### config.mk
export PLATFORM = sky130hd
export DESIGN_NAME = barrier_sync_unit
export DESIGN_NICKNAME = d
export VERILOG_FILES = /design/src/rtl/barrier_sync_unit_pkg.sv /design/src/rtl/barrier_sync_unit_channel.sv /design/src/rtl/barrier_sync_unit.sv
export SDC_FILE = /design/constraint.sdc
export NUM_CORES = 1
export LEC_CHECK = 0
export CAP_MARGIN = 25
export CORE_UTILIZATION = 60
export CTS_CLUSTER_SIZE = 14
export DETAILED_ROUTE_END_ITERATION = 16
export GPL_TIMING_DRIVEN = 0
export PLACE_DENSITY = 0.92
export SKIP_CTS_REPAIR_TIMING = 1
export SLEW_MARGIN = 40
export SYNTH_ARGS = -nofsm -noshare
export SYNTH_HDL_FRONTEND = slang
export SYNTH_SLANG_ARGS = --single-unit
### constraint.sdc
create_clock -name clk -period 3.1 [get_ports clk]
set_input_delay 0.93 -clock clk [delete_from_list [all_inputs] [get_ports clk]]
set_output_delay 0.93 -clock clk [all_outputs]
set_load 0.02 [all_outputs]
### src/rtl/barrier_sync_unit_pkg.sv
// barrier_sync_unit_pkg
//   Shared definitions for the barrier synchronizer: per-channel state
//   encoding, default widths and a helper for the barrier-id width.
package barrier_sync_unit_pkg;

  typedef enum logic {
    BAR_IDLE  = 1'b0,
    BAR_ARMED = 1'b1
  } bar_state_e;

  localparam int unsigned DEF_NUM_PE  = 16;
  localparam int unsigned DEF_NUM_BAR = 4;
  localparam int unsigned DEF_GEN_W   = 4;
  localparam int unsigned DEF_TO_W    = 16;

  // Barrier-id width: clog2 of the channel count, never below one bit.
  function automatic int unsigned bid_width(input int unsigned n);
    return (n <= 2) ? 1 : $clog2(n);
  endfunction

endpackage

### src/rtl/barrier_sync_unit_channel.sv
// barrier_channel
//   One barrier channel: IDLE/ARMED FSM, latched configuration, per-PE
//   arrival bits, timeout timer, generation counter and sticky errors.
// Ports:
//   clk, rst_n      clock, asynchronous active-low reset
//   cfg_accept      configuration handshake for this channel (only while IDLE)
//   cfg_mask/_persistent/_timeout  configuration payload
//   arrive          lanes arriving for this channel this cycle
//   err_clr         clears sticky error flags
//   idle            channel is IDLE
//   release_vec     registered one-cycle release pulse (participant mask)
//   gen             completed-generation count
//   err_timeout     sticky timeout flag
//   err_stray       sticky stray-arrival flag
module barrier_channel
  import barrier_sync_unit_pkg::*;
#(
  parameter int unsigned NUM_PE = DEF_NUM_PE,
  parameter int unsigned GEN_W  = DEF_GEN_W,
  parameter int unsigned TO_W   = DEF_TO_W
) (
  input  logic              clk,
  input  logic              rst_n,
  input  logic              cfg_accept,
  input  logic [NUM_PE-1:0] cfg_mask,
  input  logic              cfg_persistent,
  input  logic [TO_W-1:0]   cfg_timeout,
  input  logic [NUM_PE-1:0] arrive,
  input  logic              err_clr,
  output logic              idle,
  output logic [NUM_PE-1:0] release_vec,
  output logic [GEN_W-1:0]  gen,
  output logic              err_timeout,
  output logic              err_stray
);

  bar_state_e        state_q, state_d;
  logic [NUM_PE-1:0] mask_q, mask_d;
  logic              pers_q, pers_d;
  logic [TO_W-1:0]   tmo_q, tmo_d;
  logic [NUM_PE-1:0] arrived_q, arrived_d;
  logic [TO_W-1:0]   timer_q, timer_d;
  logic [GEN_W-1:0]  gen_q, gen_d;
  logic [NUM_PE-1:0] rel_q, rel_d;
  logic              err_to_q, err_to_d;
  logic              err_st_q, err_st_d;

  logic [NUM_PE-1:0] valid_arr;
  logic [TO_W-1:0]   timer_inc;
  logic              stray;
  logic              complete;
  logic              expire;

  always_comb begin
    state_d   = state_q;
    mask_d    = mask_q;
    pers_d    = pers_q;
    tmo_d     = tmo_q;
    arrived_d = arrived_q;
    timer_d   = timer_q;
    gen_d     = gen_q;
    rel_d     = '0;
    valid_arr = '0;
    stray     = 1'b0;
    complete  = 1'b0;
    expire    = 1'b0;
    timer_inc = timer_q + TO_W'(1);

    case (state_q)
      BAR_IDLE: begin
        // Any arrival while idle is stray, including the accept cycle.
        stray = |arrive;
        if (cfg_accept && (cfg_mask != '0)) begin
          mask_d    = cfg_mask;
          pers_d    = cfg_persistent;
          tmo_d     = cfg_timeout;
          arrived_d = '0;
          timer_d   = '0;
          state_d   = BAR_ARMED;
        end
      end
      BAR_ARMED: begin
        valid_arr = arrive & mask_q;
        stray     = |(arrive & ~mask_q);
        complete  = ((arrived_q | valid_arr) == mask_q);
        // Fires on the cycle in which the timer would reach the limit.
        expire    = (tmo_q != '0) && (timer_inc == tmo_q);
        if (complete) begin
          rel_d     = mask_q;
          gen_d     = gen_q + GEN_W'(1);
          arrived_d = '0;
          timer_d   = '0;
          state_d   = pers_q ? BAR_ARMED : BAR_IDLE;
        end else if (expire) begin
          arrived_d = '0;
          timer_d   = '0;
          state_d   = BAR_IDLE;
        end else begin
          arrived_d = arrived_q | valid_arr;
          if (tmo_q != '0) begin
            timer_d = timer_inc;
          end
        end
      end
      default: state_d = BAR_IDLE;
    endcase

    // A new error in the clear cycle keeps the flag set.
    err_to_d = (err_to_q & ~err_clr) | (expire & ~complete);
    err_st_d = (err_st_q & ~err_clr) | stray;
  end

  always_ff @(posedge clk or negedge rst_n) begin
    if (!rst_n) begin
      state_q   <= BAR_IDLE;
      mask_q    <= '0;
      pers_q    <= 1'b0;
      tmo_q     <= '0;
      arrived_q <= '0;
      timer_q   <= '0;
      gen_q     <= '0;
      rel_q     <= '0;
      err_to_q  <= 1'b0;
      err_st_q  <= 1'b0;
    end else begin
      state_q   <= state_d;
      mask_q    <= mask_d;
      pers_q    <= pers_d;
      tmo_q     <= tmo_d;
      arrived_q <= arrived_d;
      timer_q   <= timer_d;
      gen_q     <= gen_d;
      rel_q     <= rel_d;
      err_to_q  <= err_to_d;
      err_st_q  <= err_st_d;
    end
  end

  assign idle        = (state_q == BAR_IDLE);
  assign release_vec = rel_q;
  assign gen         = gen_q;
  assign err_timeout = err_to_q;
  assign err_stray   = err_st_q;

endmodule

### src/rtl/barrier_sync_unit.sv
// barrier_sync_unit
//   Multi-channel barrier synchronizer for the PE array.
// Ports:
//   clk, rst_n       clock, asynchronous active-low reset
//   cfg_valid/ready  configuration handshake; ready = target channel IDLE
//   cfg_bar_id, cfg_mask, cfg_persistent, cfg_timeout  configuration payload
//   pe_arrive        per-PE arrival pulse
//   pe_bar_id        per-PE barrier id (BID_W bits per lane)
//   pe_release       registered release pulse, OR of all channels
//   bar_active       per-channel ARMED status
//   bar_gen          per-channel generation count (GEN_W bits per channel)
//   err_timeout      per-channel sticky timeout flag
//   err_stray        per-channel sticky stray-arrival flag
//   err_clr          clears all sticky error flags
module barrier_sync_unit
  import barrier_sync_unit_pkg::*;
#(
  parameter int unsigned NUM_PE  = DEF_NUM_PE,
  parameter int unsigned NUM_BAR = DEF_NUM_BAR,
  parameter int unsigned BID_W   = bid_width(NUM_BAR),
  parameter int unsigned GEN_W   = DEF_GEN_W,
  parameter int unsigned TO_W    = DEF_TO_W
) (
  input  logic                     clk,
  input  logic                     rst_n,
  input  logic                     cfg_valid,
  output logic                     cfg_ready,
  input  logic [BID_W-1:0]         cfg_bar_id,
  input  logic [NUM_PE-1:0]        cfg_mask,
  input  logic                     cfg_persistent,
  input  logic [TO_W-1:0]          cfg_timeout,
  input  logic [NUM_PE-1:0]        pe_arrive,
  input  logic [NUM_PE*BID_W-1:0]  pe_bar_id,
  output logic [NUM_PE-1:0]        pe_release,
  output logic [NUM_BAR-1:0]       bar_active,
  output logic [NUM_BAR*GEN_W-1:0] bar_gen,
  output logic [NUM_BAR-1:0]       err_timeout,
  output logic [NUM_BAR-1:0]       err_stray,
  input  logic                     err_clr
);

  logic [NUM_BAR-1:0]      idle;
  logic [(1<<BID_W)-1:0]   idle_ext;
  logic [NUM_BAR-1:0]      cfg_accept;
  logic [NUM_PE-1:0]       arr    [NUM_BAR];
  logic [NUM_PE-1:0]       rel    [NUM_BAR];
  logic [GEN_W-1:0]        gen    [NUM_BAR];

  // Ids beyond NUM_BAR read as never-ready.
  always_comb begin
    idle_ext              = '0;
    idle_ext[NUM_BAR-1:0] = idle;
    cfg_ready             = idle_ext[cfg_bar_id];
  end

  always_comb begin
    for (int unsigned b = 0; b < NUM_BAR; b++) begin
      cfg_accept[b] = cfg_valid && cfg_ready && (cfg_bar_id == BID_W'(b));
      arr[b]        = '0;
      for (int unsigned i = 0; i < NUM_PE; i++) begin
        arr[b][i] = pe_arrive[i] && (pe_bar_id[i*BID_W +: BID_W] == BID_W'(b));
      end
    end
  end

  for (genvar b = 0; b < NUM_BAR; b++) begin : g_ch
    barrier_channel #(
      .NUM_PE (NUM_PE),
      .GEN_W  (GEN_W),
      .TO_W   (TO_W)
    ) u_ch (
      .clk            (clk),
      .rst_n          (rst_n),
      .cfg_accept     (cfg_accept[b]),
      .cfg_mask       (cfg_mask),
      .cfg_persistent (cfg_persistent),
      .cfg_timeout    (cfg_timeout),
      .arrive         (arr[b]),
      .err_clr        (err_clr),
      .idle           (idle[b]),
      .release_vec    (rel[b]),
      .gen            (gen[b]),
      .err_timeout    (err_timeout[b]),
      .err_stray      (err_stray[b])
    );
    assign bar_gen[b*GEN_W +: GEN_W] = gen[b];
  end

  assign bar_active = ~idle;

  always_comb begin
    pe_release = '0;
    for (int unsigned b = 0; b < NUM_BAR; b++) begin
      pe_release = pe_release | rel[b];
    end
  end

endmodule

Word level (Yosys, flattened, before mapping)

Index checks and enable logic that the tools add are counted.

Bits in registers: 352
Input port bits: 87
Output and inout bits: 45
Logic and storage cells: 358

Add/subtract/negate cells: 8
Magnitude comparators: 1
Equality and inequality tests: 67
Muxes and demuxes: 74
Bitwise logic cells: 49
Reductions and logical operators: 119

Operator list:

| operator                | number |
|---|---|
| $mux W16                | 32 |
| $pmux W16 S2            | 8 |
| $and A16 B16 Y16        | 8 |
| $eq A16 B16 Y1          | 8 |
| $reduce_or A16 Y1       | 8 |
| $or A16 B16 Y16         | 7 |
| $reduce_bool A16 Y1     | 5 |
| $logic_and A1 B1 Y1     | 77 |
| $eq A2 B2 Y1 const B    | 34 |
| $add A16 B1 Y16 const B | 4 |
| $not A16 Y16            | 4 |
| $eq A2 B1 Y1 const B    | 17 |
| $logic_not A2 Y1        | 17 |
| $mux W1                 | 25 |
| $reduce_and A2 Y1       | 12 |
| $add A4 B1 Y4 const B   | 4 |
| $ne A4 B4 Y1 const B    | 4 |
| $pmux W1 S2             | 8 |
| $and A1 B1 Y1           | 12 |
| $not A1 Y1              | 9 |
| $ne A2 B2 Y1 const B    | 4 |
| $or A1 B1 Y1            | 8 |
| $not A4 Y4              | 1 |
| $lt A2 B3 Y1 const B    | 1 |
| $bmux W1 S2             | 1 |

Logic depth before layout (Yosys ltp)

Depth after elaboration: 9
Mapped depth: 11
Mapped depth without buffers: 8

Hierarchy

Synthesis repeated with hierarchy kept, for this count alone.

Cell total of the unflattened synthesis: 1837
Area, all modules: 18869.3 um^2

Modules (own cells, without submodules):

| module                              | instances | cells each | area an instance (um^2) | seq. area each (um^2) |
|---|---|---|---|---|
| barrier_channel at g_ch[0].u_ch ... | 3         | 439        | 4564.4                  | 2202.1 |
| barrier_channel at g_ch[3].u_ch     | 1         | 431        | 4473.0                  | 2202.1 |
| barrier_sync_unit                   | 1         | 89         | 703.2                   | 0.0 |

Worst setup path after synthesis

No wires, ideal clock.

Path type: input-to-reg
Start: input port pe_bar_id[1]
End: register g_ch[1].u_ch.gen_q[1]
Setup time: 0.125 ns
Arrival: 3.009 ns
Data required time: 2.975 ns
Path slack: -0.033 ns
Stages on the path: 8
Path buffers: 2
Cell sequence: nand3b_1 > a32o_1 > or4_1 > nor4_1 > clkbuf_1 > and2_1 > clkbuf_2 > mux2_2

Word-level cells in the longest chain between the ends: 6

Ends and longest elaborated chain:

| element                            | line                             | RTL |
|---|---|---|
| start: declaration                 | barrier_sync_unit.sv:33          | `input logic [NUM_PE*BID_W-1:0] pe_bar_id,` |
| $eq A2 B1 Y1                       | barrier_sync_unit.sv:61          | `arr[b][i] = pe_arrive[i] && (pe_bar_id[i*BID_W +: BID_W] == BID_W'(b));` |
| $logic_and A1 B1 Y1                | barrier_sync_unit.sv:61          |  |
| $and A16 B16 Y16                   | barrier_sync_unit_channel.sv:83  | `valid_arr = arrive & mask_q;` |
| $or A16 B16 Y16                    | barrier_sync_unit_channel.sv:85  | `complete = ((arrived_q \| valid_arr) == mask_q);` |
| $eq A16 B16 Y1                     | barrier_sync_unit_channel.sv:85  |  |
| $reduce_and A2 Y1 (no source line) | -                                |  |
| end signal: assignment             | barrier_sync_unit_channel.sv:132 | `gen_q <= gen_d;` |
| end: declaration                   | barrier_sync_unit_channel.sv:43  | `logic [GEN_W-1:0] gen_q, gen_d;` |

Every way passes these cells.
A chain may end at the register's enable or synchronous reset.

Worst setup path in the final report

Start: input port cfg_mask[7]
End: register g_ch[3].u_ch.arrived_q[11]

Word-level cells in the longest chain between the ends: 3

Ends and longest elaborated chain:

| element                       | line                             | RTL |
|---|---|---|
| start: declaration            | barrier_sync_unit.sv:29          | `input logic [NUM_PE-1:0] cfg_mask,` |
| $reduce_bool A16 Y1           | barrier_sync_unit_channel.sv:73  | `if (cfg_accept && (cfg_mask != '0)) begin` |
| $logic_and A1 B1 Y1           | barrier_sync_unit_channel.sv:73  |  |
| $ne A2 B2 Y1 (no source line) | -                                |  |
| end signal: assignment        | barrier_sync_unit_channel.sv:130 | `arrived_q <= arrived_d;` |
| end: declaration              | barrier_sync_unit_channel.sv:41  | `logic [NUM_PE-1:0] arrived_q, arrived_d;` |

Every way passes these cells.

==> results.py <==
metrics = {
    "setup_path": {
        "reg2reg_depth": 9,
        "arrival_ns": 3.57,
        "cp_max_fo": 10,
        "cp-end-kind": "flip-flop",
        "path_class": "input pin to flip-flop",
        "worst_ep_required_time_ns": 3.49,
        "cp-start-kind": "input pin",
    },
    "run": {
        "maxCapViolCount": 0,
    },
    "clock_tree": {
        "cts_tree": "built",
        "htree_levels": 2,
        "clock_latency_ns": 0.55,
        "cts_sinks": 352,
        "cts-root-buf": "clkbuf_16",
        "cts_buffers": 38,
        "clockBufferDepth": 3,
        "clk_pin_slew_ns": 0.06,
    },
    "routing": {
        "drc": 0,
        "wire_per_inst_um": 26.7,
        "via_count": 17000,
        "vias_per_cell": 6.92,
        "ant_nets": 0,
        "totalWireLength_um": 65600,
        "drt_iter0_markers": 2199,
        "first_pass_iters": 6,
    },
    "global_route": {
        "grt_pass1_wl_um": 94600,
        "top_usage_layer": "met2",
        "grt_use_met2_pct": 63.5,
        "use_met1_pct": 51.0,
        "grt_pass1_vias": 16000,
        "track_usage_pct": 39.7,
        "antenna_found_initial": 1,
        "grt_max_degree": 81,
        "grt_util_met3_pct": 7.00,
        "overflow": 0,
    },
    "logic_synthesis": {
        "synthTopCellsByArea": "dfrtp_1 (47%), mux2_2 (8.3%), xnor2_1 (3.0%)",
        "synth.most_common_cell": "dfrtp_1",
        "ys_warn_count": 0,
        "netlist.top_cell.by_area": "dfrtp_1",
        "postSynthCellCount": 1813,
        "ys_seq_area_share_pct": 46.9,
        "async_reset_ff_share_pct": 100,
        "synth_cell_type_count": 84,
        "synth_nets": 1908,
        "synth_edf_count": 0,
        "synth_ff_type": "dfrtp_1",
        "syn_area_sq_mm": 0.0188,
        "synthTopCellsByCount": "dfrtp_1 (352), mux2_2 (138), nor2_1 (88), inv_1 (80), a31oi_1 (69)",
        "syn_area_per_cell_sq_um": 10.4,
        "synth_top_area_share_pct": 46.9,
        "synth.ff_latch_count": 352,
    },
    "sta": {
        "finalCritPeriodShare_pct": 102,
        "min_period_ns": 3.17,
        "worst_pin_slew_ns": 0.752,
        "slew_headroom_pct": 49.8,
        "fin_skew_ns": 0.0185,
        "rsz0062_at_grt": "yes",
        "clock.fmax_ghz": 0.315,
        "setup_viol_count_final": 19,
        "report.final.slew_viol_count": 0,
        "fin_tns_setup_ns": -0.640,
        "hold_viol": 0,
        "setup_slack_ns": -0.0723,
    },
    "layout": {
        "drive_above_1_share_pct": 21.2,
        "fillCellCount": 2009,
        "final_core_util_pct": 75.3,
        "nNetsFinal": 2133,
        "antenna_cells": 0,
        "syn2layout_area_growth_pct": 23.1,
    },
    "power": {
        "comb_power_share_pct": 35.9,
        "power.share.switching_pct": 38.8,
        "pwr-share-seq_pct": 40.6,
        "p_per_area_mw_per_mm2": 864,
        "power_switching_w": 0.00773,
        "p_clk_share_pct": 23.5,
        "vdd_drop_max_mv": 0.686,
        "internal_power_w": 0.0122,
        "p_leak_nw": 10.6,
    },
    "place": {
        "gp_congestion": 1.08,
        "hpwl_um": 45900,
        "io_buffers": 131,
    },
    "worst_hold_path": {
        "hp-class": "input pin to asynchronous set/reset pin",
    },
    "die": {
        "ios": 132,
        "die_w_um": 179,
        "rows": 64,
        "core-area_sq_mm": 0.0307,
        "initial_core_util_pct": 61.2,
        "die_y_um": 179,
        "die-area_sq_mm": 0.0320,
    },
    "status": {
        "violations": "negative setup slack",
        "status": "finished with violations",
    },
}
[sequential cells by signal, indices dropped and copies added (netlist names)]
register / count
g_ch.u_ch.arrived_q: 64
g_ch.u_ch.err_stray: 4
g_ch.u_ch.err_timeout: 4
g_ch.u_ch.gen: 16
g_ch.u_ch.mask_q: 64
g_ch.u_ch.pers_q: 4
g_ch.u_ch.release_vec: 64
g_ch.u_ch.state_q: 4
g_ch.u_ch.timer_q: 64
g_ch.u_ch.tmo_q: 64
[worst max-delay path, stage by stage]
cell and delay, ns:
clkdlybuf4s50_1 0.63, nor4_2 0.27, a41oi_2 0.18, buf_12 0.19, and3_1 0.24, or2_2 0.37
clkbuf_1 0.28, a31oi_1 0.34, a21oi_1 0.12
[cell usage in the layout, fill, tap and decap left out, types with 36 or more instances in the layout]
cell type	n
xnor2_1	64
dlymetal6s2s_1	50
dfrtp_1	346
nand3_1	58
nand2_1	64
nor2_1	85
clkbuf_1	36
and2_1	37
clkdlybuf4s50_1	70
a21oi_1	61
buf_4	63
nand3b_1	45
a31oi_1	67
nor2b_1	43
clkbuf_16	38
nor3_1	50
mux2_2	138
nand4_1	37
and3_1	38
inv_1	80
nand2b_1	39
nor4_1	45
[per-stage QoR]
stage               hold WS [ns]  worst slack [ns]  power (W)  std cells  instance area (sq um)
floorplan                  0.455            0.0118     0.0120       1813                  18800
global placement           0.459            -13.82     0.0141       2340                  20600
detailed placement         0.461             -1.88     0.0144       2345                  20800
CTS                        0.289             -1.33     0.0191       2414                  22000
global route               0.310           -0.0804     0.0207       2463                  23100
finish                     0.280           -0.0723     0.0200       2463                  23100
[power groups by stage]
stage | Sequential, W | Clock [W] | Combinational [W]
2_1_floorplan | 0.00723 | 0 | 0.00475
3_3_place_gp | 0.00790 | 0 | 0.00618
3_5_place_dp | 0.00797 | 0 | 0.00641
4_1_cts | 0.00792 | 0.00468 | 0.00649
5_1_grt | 0.00820 | 0.00486 | 0.00768
6_report | 0.00810 | 0.00468 | 0.00717
[layout make-up]
cell class	count	area, sq um	area share [%]
Buffer	95	574	2.49
Clock buffer	51	1040	4.50
Clock inverter	18	224	0.970
Inverter	81	304	1.32
Multi-Input combinational cell	1279	9640	41.7
Sequential cell	352	8820	38.2
Tap cell	396	495	2.14
Timing Repair Buffer	191	2010	8.70
[cells by family (layout without fill, tap and decap cells)]
| group | Yosys count | after routing | synth area share (%) |
|---|---|---|---|
| buffers and inverters | 182 | 436 | 4.33 |
| AND/OR/NAND/NOR | 684 | 684 | 21.8 |
| XOR/XNOR | 97 | 97 | 4.53 |
| AO/OA/AOI/OAI | 349 | 349 | 13.4 |
| multiplexers | 141 | 141 | 8.51 |
| adder cells (fa/ha/maj) | 8 | 8 | 0.533 |
| flip-flops | 352 | 352 | 46.9 |
[worst paths after layout]
| check | start | endpoint | slack (ns) |
|---|---|---|---|
| setup / recovery | cfg_mask[7] | g_ch[3].u_ch.arrived_q[11]$_DFFE_PN0P_ | -0.07 |
| hold / removal | rst_n | g_ch[2].u_ch.arrived_q[5]$_DFFE_PN0P_ | 0.28 |
| setup reg to reg | g_ch[2].u_ch.timer_q[3]$_DFFE_PN0P_ | g_ch[2].u_ch.timer_q[8]$_DFFE_PN0P_ | 0.01 |
| hold reg to reg | g_ch[3].u_ch.gen[3]$_DFFE_PN0P_ | g_ch[3].u_ch.gen[3]$_DFFE_PN0P_ | 0.47 |
| max in group asynchronous | rst_n | g_ch[2].u_ch.timer_q[0]$_DFFE_PN0P_ | 1.73 |
| min in group clk | g_ch[3].u_ch.gen[3]$_DFFE_PN0P_ | g_ch[3].u_ch.gen[3]$_DFFE_PN0P_ | 0.47 |
[routing by layer]
layer / wire [um] / vias up / share of wire, %
met3: 7560 / 331 / 12
met2: 30100 / 1233 / 46
met4: 4620 / 2 / 7.0
li1: - / 7204 / -
met1: 23300 / 8266 / 35
met5: 17 / - / 0.026
Note: power is estimated with default switching activity, not from simulation.
